[config.mk]
export PLATFORM = sky130hd
export DESIGN_NAME = hazard_ctrl
export DESIGN_NICKNAME = d
export VERILOG_FILES = /design/src/rtl/pipe_pkg.sv /design/src/rtl/hazard_ctrl_sat_counter.sv /design/src/rtl/hazard_ctrl.sv
export SDC_FILE = /design/constraint.sdc
export NUM_CORES = 1
export LEC_CHECK = 0
export ABC_AREA = 1
export BUFFER_PORTS_ARGS = -buffer_cell sky130_fd_sc_hd__buf_2
export CAP_MARGIN = 15
export CORE_MARGIN = 5
export CORE_UTILIZATION = 25
export DETAILED_ROUTE_END_ITERATION = 12
export GPL_ROUTABILITY_DRIVEN = 1
export SETUP_SLACK_MARGIN = 0.02
export SYNTH_ARGS = -nofsm -noshare
export SYNTH_HDL_FRONTEND = slang
export SYNTH_SLANG_ARGS = --single-unit
export TNS_END_PERCENT = 1
[constraint.sdc]
create_clock -name clk -period 2.3 [get_ports clk]
set_clock_uncertainty 0.05 [all_clocks]
set_input_delay 0.23 -clock clk [delete_from_list [all_inputs] [get_ports clk]]
set_output_delay 0.23 -clock clk [all_outputs]
set_load 0.03 [all_outputs]
[src/rtl/pipe_pkg.sv]
// Shared pipeline-control definitions: FSM encoding, PC mux selects, register zero.
// Latency: n/a (definitions only).
// Backpressure: n/a.
package pipe_pkg;

    // Hazard controller states.
    typedef enum logic [1:0] {
        RUN      = 2'd0,
        MEM_WAIT = 2'd1,
        TIMEOUT  = 2'd2
    } state_t;

    // PC source mux selects.
    localparam logic PC_SEL_SEQ = 1'b0;   // PC + 4
    localparam logic PC_SEL_BR  = 1'b1;   // branch target

    // Architectural zero register; never a real dependency.
    localparam logic [4:0] REG_ZERO = 5'd0;

endpackage

[src/rtl/hazard_ctrl_sat_counter.sv]
// Saturating event counter: increments on inc, holds at all-ones.
// Latency: count reflects inc one clock later.
// Backpressure: none; inc is sampled every cycle.
//
// Ports: clk, rst_n (async active-low), inc (count this cycle), count (W-bit value).
module sat_counter #(
    parameter int W = 32
) (
    input  logic         clk,
    input  logic         rst_n,
    input  logic         inc,
    output logic [W-1:0] count
);

    localparam logic [W-1:0] ONE = {{(W-1){1'b0}}, 1'b1};

    always_ff @(posedge clk or negedge rst_n) begin
        if (!rst_n) begin
            count <= '0;
        end else if (inc && (count != {W{1'b1}})) begin
            count <= count + ONE;
        end
    end

endmodule

[src/rtl/hazard_ctrl.sv]
// Pipeline hazard controller: load-use stalls, taken-branch flushes, data-memory waits.
// Latency: control outputs are combinational (zero cycles); counters/state update next edge.
// Backpressure: a pending memory access freezes the whole pipeline; timeout freezes until reset.
//
// Ports:
//   clk, rst_n                      clock, async active-low reset
//   id_rs, id_rt, id_uses_rt        source operands of the ID instruction
//   ex_mem_read, ex_rt              load in EX and its destination
//   ex_branch_taken                 branch in EX resolved taken
//   mem_req, mem_ready              data-memory handshake for the MEM stage
//   pc_sel, pc_we, ifid_we, ifid_flush, idex_bubble, exmem_we, memwb_bubble
//                                   pipeline mux selects and register enables
//   mem_timeout                     sticky timeout flag (cleared only by reset)
//   stall_count, flush_count        saturating performance counters
module hazard_ctrl
    import pipe_pkg::*;
#(
    parameter int MAX_WAIT = 16,
    parameter int CNT_W    = 32
) (
    input  logic             clk,
    input  logic             rst_n,
    input  logic [4:0]       id_rs,
    input  logic [4:0]       id_rt,
    input  logic             id_uses_rt,
    input  logic             ex_mem_read,
    input  logic [4:0]       ex_rt,
    input  logic             ex_branch_taken,
    input  logic             mem_req,
    input  logic             mem_ready,
    output logic             pc_sel,
    output logic             pc_we,
    output logic             ifid_we,
    output logic             ifid_flush,
    output logic             idex_bubble,
    output logic             exmem_we,
    output logic             memwb_bubble,
    output logic             mem_timeout,
    output logic [CNT_W-1:0] stall_count,
    output logic [CNT_W-1:0] flush_count
);

    localparam int WAIT_W = $clog2(MAX_WAIT + 1);
    localparam logic [WAIT_W-1:0] WAIT_LIMIT = WAIT_W'(MAX_WAIT);
    localparam logic [WAIT_W-1:0] WAIT_ONE   = WAIT_W'(1);

    state_t            state;
    logic [WAIT_W-1:0] wait_cnt;

    logic lu_haz;
    logic mem_stall;
    logic stall_inc;
    logic flush_inc;

    // Load-use: the load in EX writes a register the ID instruction reads.
    assign lu_haz = ex_mem_read && (ex_rt != REG_ZERO) &&
                    ((ex_rt == id_rs) || (id_uses_rt && (ex_rt == id_rt)));

    // A new request in RUN stalls in the same cycle it is seen, not one later.
    assign mem_stall = ((state == MEM_WAIT) || ((state == RUN) && mem_req)) && !mem_ready;

    // A branch squashes the ID instruction, so a coincident load-use is not a stall.
    assign stall_inc = (state != TIMEOUT) && (mem_stall || (lu_haz && !ex_branch_taken));
    assign flush_inc = (state != TIMEOUT) && !mem_stall && ex_branch_taken;

    always_comb begin
        pc_sel       = PC_SEL_SEQ;
        pc_we        = 1'b1;
        ifid_we      = 1'b1;
        ifid_flush   = 1'b0;
        idex_bubble  = 1'b0;
        exmem_we     = 1'b1;
        memwb_bubble = 1'b0;
        mem_timeout  = 1'b0;
        if (state == TIMEOUT) begin
            pc_we        = 1'b0;
            ifid_we      = 1'b0;
            exmem_we     = 1'b0;
            memwb_bubble = 1'b1;
            mem_timeout  = 1'b1;
        end else if (mem_stall) begin
            // Full freeze: branch / load-use in EX/ID stay put and resolve afterwards.
            pc_we        = 1'b0;
            ifid_we      = 1'b0;
            exmem_we     = 1'b0;
            memwb_bubble = 1'b1;
        end else if (ex_branch_taken) begin
            pc_sel      = PC_SEL_BR;
            ifid_flush  = 1'b1;
            idex_bubble = 1'b1;
        end else if (lu_haz) begin
            // One bubble suffices: the load advances to MEM and the hazard clears.
            pc_we       = 1'b0;
            ifid_we     = 1'b0;
            idex_bubble = 1'b1;
        end
    end

    always_ff @(posedge clk or negedge rst_n) begin
        if (!rst_n) begin
            state    <= RUN;
            wait_cnt <= '0;
        end else begin
            case (state)
                RUN: begin
                    if (mem_req && !mem_ready) begin
                        state    <= MEM_WAIT;
                        wait_cnt <= WAIT_ONE;
                    end
                end
                MEM_WAIT: begin
                    // mem_req is not re-sampled here: the MEM stage is frozen on its request.
                    if (mem_ready) begin
                        state    <= RUN;
                        wait_cnt <= '0;
                    end else if (wait_cnt < WAIT_LIMIT) begin
                        wait_cnt <= wait_cnt + WAIT_ONE;
                    end else begin
                        state <= TIMEOUT;
                    end
                end
                TIMEOUT: begin
                    state <= TIMEOUT;
                end
                default: begin
                    state    <= RUN;
                    wait_cnt <= '0;
                end
            endcase
        end
    end

    sat_counter #(.W(CNT_W)) u_stall_cnt (
        .clk   (clk),
        .rst_n (rst_n),
        .inc   (stall_inc),
        .count (stall_count)
    );

    sat_counter #(.W(CNT_W)) u_flush_cnt (
        .clk   (clk),
        .rst_n (rst_n),
        .inc   (flush_inc),
        .count (flush_count)
    );

endmodule
# --- Word level (Yosys, flattened, before mapping) ---
# Index checks and enable logic that the tools add are counted.
totals:
  inputBits: 22
  out_inout_bits: 72
  regBits: 71
  word_cells: 65
classes:
  addsub: 3
  magnitude_cmp: 1
  n_reduce_logical: 22
  n_eq_ne: 10
  n_mux: 24
  bitwise: 1
op_table:
  columns: ["cell", "n"]
  rows:
  - ["adder 32 x 1 -> 32 bit, second input constant", 2]
  - ["inequality test 32 bit, second input constant", 2]
  - ["2-to-1 mux 1 bit", 16]
  - ["2-to-1 mux 5 bit", 3]
  - ["one-hot mux 5 bit (3 select lines)", 1]
  - ["logical AND 1 bit", 12]
  - ["equality test 5 bit", 2]
  - ["2-to-1 mux 2 bit", 3]
  - ["one-hot mux 2 bit (3 select lines)", 1]
  - ["adder 5 x 1 -> 5 bit, second input constant", 1]
  - ["less-than comparator 5 bit, second input constant", 1]
  - ["nonzero test 5 bit", 1]
  - ["logical NOT 1 bit", 3]
  - ["logical OR 1 bit", 3]
  - ["inequality test 3 x 2 -> 1 bit, second input constant", 1]
  - ["inequality test 3 bit, second input constant", 1]
  - ["AND reduction 3 bit", 1]
  - ["equality test 2 x 1 -> 1 bit, second input constant", 1]
  - ["equality test 2 bit, second input constant", 1]
  - ["logical NOT 2 bit", 1]
  - ["inequality test 2 x 1 -> 1 bit, second input constant", 1]
  - ["inequality test 2 bit, second input constant", 1]
  - ["AND reduction 2 bit", 1]
  - ["inverter 1 bit", 1]

# --- Logic depth before layout (Yosys ltp) ---
depth:
  ltp_word: 8
  mapped_depth: 12
  mapped_depth_nobuf: 11

# --- Modules after synthesis ---
# Synthesis repeated with hierarchy kept, for this count alone.
unflattened:
  hier_cells: 773
  area_unflattened_um2: 4971.0
modules_own_cells:
  columns: ["mod", "n_inst", "area_each_um2", "seq_area_each_um2", "cells_per_inst"]
  rows:
  - ["sat_counter at u_stall_cnt", 1, 2190.9, 800.8, 333]
  - ["sat_counter at u_flush_cnt", 1, 2140.8, 800.8, 329]
  - ["hazard_ctrl", 1, 639.4, 175.2, 111]

# --- Worst setup path before layout ---
# OpenSTA, ideal clock, no wires.
synth_timing:
  path_kind: "register to output"
  from: "register state[1]"
  to: "output pc_we"
  n_path_buf: 1
  slack_ns: 0.114
  arrival_ns: 1.906
  stages_incl_launch_ff: 9
  required_ns: 2.020
  path_cell_list: "dfrtp_1 -> inv_2 -> nor2_1 -> inv_1 -> nand2_2 -> inv_1 -> nand2_1 -> inv_1 -> buf_4"
synth_via:
  elab_chain_cells: 6
  word_cells_on_any_way: 8
  classes_between: "eq/ne (2); mux (2); reduce/logical (4)"
synth_rtl:
  columns: ["element", "line_no", "source"]
  rows:
  - ["start: declaration", "hazard_ctrl.sv:47", "state_t state;"]
  - ["start signal: assignment", "hazard_ctrl.sv:101", "state <= RUN;"]
  - ["start signal: assignment", "hazard_ctrl.sv:107", "state <= MEM_WAIT;"]
  - ["start signal: assignment", "hazard_ctrl.sv:114", "state <= RUN;"]
  - ["logical NOT 2 bit", "hazard_ctrl.sv:60", "assign mem_stall = ((state == MEM_WAIT) || ((state == RUN) && mem_req)) && !mem_ready;"]
  - ["logical AND 1 bit", "hazard_ctrl.sv:60", null]
  - ["logical OR 1 bit", "hazard_ctrl.sv:60", null]
  - ["logical AND 1 bit", "hazard_ctrl.sv:60", null]
  - ["2-to-1 mux 1 bit", null, null]
  - ["2-to-1 mux 1 bit *", null, null]
  - ["end: declaration", "hazard_ctrl.sv:32", "output logic pc_we,"]
# Mark *: on every way between the ends. The rest lies on a longest branch, timed or not.

# --- Worst setup path in the final report ---
layout_timing:
  from: "register u_stall_cnt.count[0]"
  to: "register u_stall_cnt.count[30]"
layout_via:
  elab_chain_cells: 2
  word_cells_on_any_way: 3
  classes_between: "add/sub (1); eq/ne (1); reduce/logical (1)"
layout_rtl:
  columns: ["element", "line_no", "source"]
  rows:
  - ["start: declaration", "hazard_ctrl_sat_counter.sv:12", "output logic [W-1:0] count"]
  - ["start signal: assignment", "hazard_ctrl_sat_counter.sv:21", "count <= count + ONE;"]
  - ["parallel branches: the longest is 2 deep, another holds adder 32 x 1 -> 32 bit", null, null]
# Parallel ways; which one is timed is not known.
# A chain may end at the register's enable or synchronous reset.

==> run metrics <==
Yosys warning total 0; register share of total power 0.391; Synth-to-Final Area Change 22.1%; Post-synth top flop dfrtp_1; Cell Rows 50; syn avg cell area ~6.8 um^2; vias per cell 4.55; Seq cells post-synth 71; Fin Setup TNS 0 ps; final WL 13.3 mm; CTS root buf clkbuf_16; Ant. Diodes 0; 1st-pass router iterations 4; clock buffer depth 2; clk sinks 71; Die X around 150 um; top cells by area, synth dfrtp_1 (38%), nand2_1 (19%), inv_1 (6.4%), nor2_1 (6.4%), xor2_1 (6.3%); DRT antenna net count 0; Worst-path clk slew ~60 ps; VDD IR-drop max around 0.00045 V; crit-path max FO 5; Synth cell types 32; number of global-route vias before repair roughly 4.6k; CTS H-tree lvls 3; Critical Path Start Type flip-flop; largest net degree at the start of global routing 49; TritonCTS clock tree yes; Hold-fix buffers, CTS 1; first-pass GRT wire length ~22 mm; Gate Count Post-Synth ~690; status completed; CP arrival about 2300 ps; num ports 94; share of post-route cells with drive strength above 1 0.170; Power per Cell Area 716 nW/um^2; relative slew slack 0.662; Sw Ratio 0.361; syn_nets about 720; GRT Overall Usage 0.126; post-route setup slack 229 ps; ys async rst share 1.00; Synth top area share 0.376; Required @ worst endpoint between 2000 and 2500 ps; RePlAce Congestion 0.884; Port Buf Inserts a little over 90; Placed Area about 5400 um^2; remaining global-route overflow 0; Slew Viols, Final 0; die area between 20,000 and 25,000 um^2; Clock Latency Late Sink approximately 340 ps; final-layout fill cell count 2,028; register area share after synthesis 0.376; initial antenna violation count 0; drt wl/cell between 10 and 15 um; endpoints failing setup 0; Vias 4,678; leakage between 2 and 3 nW; largest area contributor in the synthesized netlist dfrtp_1; max-cap violation count 0; DR iter-0 viols 297; Worst setup EP type flip-flop; dpl hpwl slightly above 10 mm; Tcrit/Tclk final 0.900; Clock power frac 0.352; DRC 0; worst hold path type input port to flip-flop; minimum clock period 2070 ps; buffer count from post-CTS setup fixing 0; Num CTS Buffers 9; Core Util, Final 0.309; Synth Cell Area about 4700 um^2; Max Clk Rate around 480 MHz; combinational share of power 0.257; DP Worst Slack between 200 and 300 ps; P_int approximately 2.6 mW; Initial Util 0.253; core area 18,600 um^2; WS Path Type flip-flop to flip-flop; number of synthesized flops with an enable pin 0; design area roughly 5800 um^2; Final Hold Vio Count 0; post_cts resized 0; RSZ-0062 raised after global routing no; net load switching power 1.49 mW; Final #Nets about 810; Power Total 4.13 mW; Die Height 147 um; Worst Max-Slew Pin Slew about 500 ps
-- per-stage QoR --
step	hold slack [ps]	instances
floorplan	-116	694
global placement	156	1011
detailed placement	158	1011
CTS	159	1028
global route	198	1028
finish	176	1028
-- cells by family (layout without fill, tap and decap cells) --
| family | after synthesis | after routing | synth area share |
|---|---|---|---|
| DFF | 71 | 71 | 0.376 |
| AOI/OAI and AO/OA | 21 | 21 | 0.0238 |
| buffers and inverters | 104 | 204 | 0.0927 |
| adders and majority gates | 3 | 3 | 0.00795 |
| xor gates and xnor gates | 45 | 45 | 0.0834 |
| and+or+nand+nor | 450 | 450 | 0.416 |
-- area by class of cell --
class,instances,area [um^2],area share
Clock buffer,13,270,0.0469
Clock inverter,3,40.0,0.00694
Inverter,85,319,0.0553
Multi-Input combinational cell,519,2510,0.435
Sequential cell,71,1780,0.308
Tap cell,234,293,0.0508
Timing Repair Buffer,103,558,0.0968
-- power groups by stage --
stage	Combinational [mW]	Clock, mW	Sequential, mW
global placement	1.07	0	1.63
detailed placement	1.07	0	1.63
floorplan	0.472	0	1.87
global route	1.18	1.57	1.65
CTS	1.08	1.51	1.61
finish	1.06	1.45	1.61
-- synth_stat cells, types with 4 or more instances --
cell type  instances
a21oi_1            4
buf_2              5
buf_4              5
clkbuf_1           4
dfrtp_1           71
inv_1             81
inv_2              4
nand2_1          242
nand3_1           38
nand4_1           44
nor2_1            81
nor2_2             6
nor3_1            22
o21ai_0            6
o21ai_1            8
xnor2_1           11
xor2_1            34
-- layer usage --
| metal | share of wire | track usage | vias to the layer above |
|---|---|---|---|
| met1 | 0.47 | 0.167 | 2151 |
| li1 | - | - | 2388 |
| met3 | 0.067 | 0.0414 | 13 |
| met4 | 0.012 | 0.0298 | 0 |
| met5 | 0 | 0 | - |
| met2 | 0.45 | 0.200 | 126 |
-- registers in the layout, indices dropped and copies added, names as in the netlist --
name and cells:
wait_cnt 5, u_flush_cnt.count 32, u_stall_cnt.count 32, state 2
-- placed cells by master (no fill, tap or decap) --
cell type / count
o211ai_1: 1
buf_12: 1
clkbuf_16: 9
buf_2: 92
nor2_1: 81
xnor2_1: 11
nand3b_1: 3
clkbuf_1: 1
nand2_4: 1
clkinv_2: 2
inv_1: 81
o21bai_1: 2
o21ai_0: 6
xor2_1: 34
nand3_2: 1
inv_2: 4
nand2_1: 242
bufinv_16: 1
dfrtp_1: 71
buf_4: 9
or2_1: 2
o21ai_1: 8
a21oi_1: 4
nand4_1: 44
dlygate4sd3_1: 1
clkbuf_8: 3
nor3_1: 22
nor3_2: 2
nor2_2: 6
nand3_1: 38
ha_1: 3
nand4_2: 1
and3_1: 2
nor2_4: 1
nor3b_1: 2
nand2_2: 2
-- worst max-delay path, stage by stage, from the launching register on --
cell and delay (ps):
dfrtp_1 410, ha_1 200, nand3_1 170, nor2_1 210
nand2_1 150, nor3_1 250, nand2_1 140, nor2_1 150
nand3_1 100, nand2_1 90, nand2_1 40
-- worst paths after layout --
path,slack (ps),from,cells past startpoint,endpoint
worst min register to register,440,wait_cnt[4]$_DFFE_PN0P_,1,state[0]$_DFFE_PN0P_
worst max register to register,230,u_stall_cnt.count[0]$_DFFE_PN0P_,10,u_stall_cnt.count[30]$_DFFE_PN0P_
worst min-delay path,180,mem_ready,4,state[1]$_DFFE_PN0P_
min in group asynchronous,330,rst_n,2,u_flush_cnt.count[30]$_DFFE_PN0P_
max in group asynchronous,1290,rst_n,3,u_flush_cnt.count[10]$_DFFE_PN0P_
worst max-delay path,230,u_stall_cnt.count[0]$_DFFE_PN0P_,10,u_stall_cnt.count[30]$_DFFE_PN0P_
(Power assumes the default switching activity.)
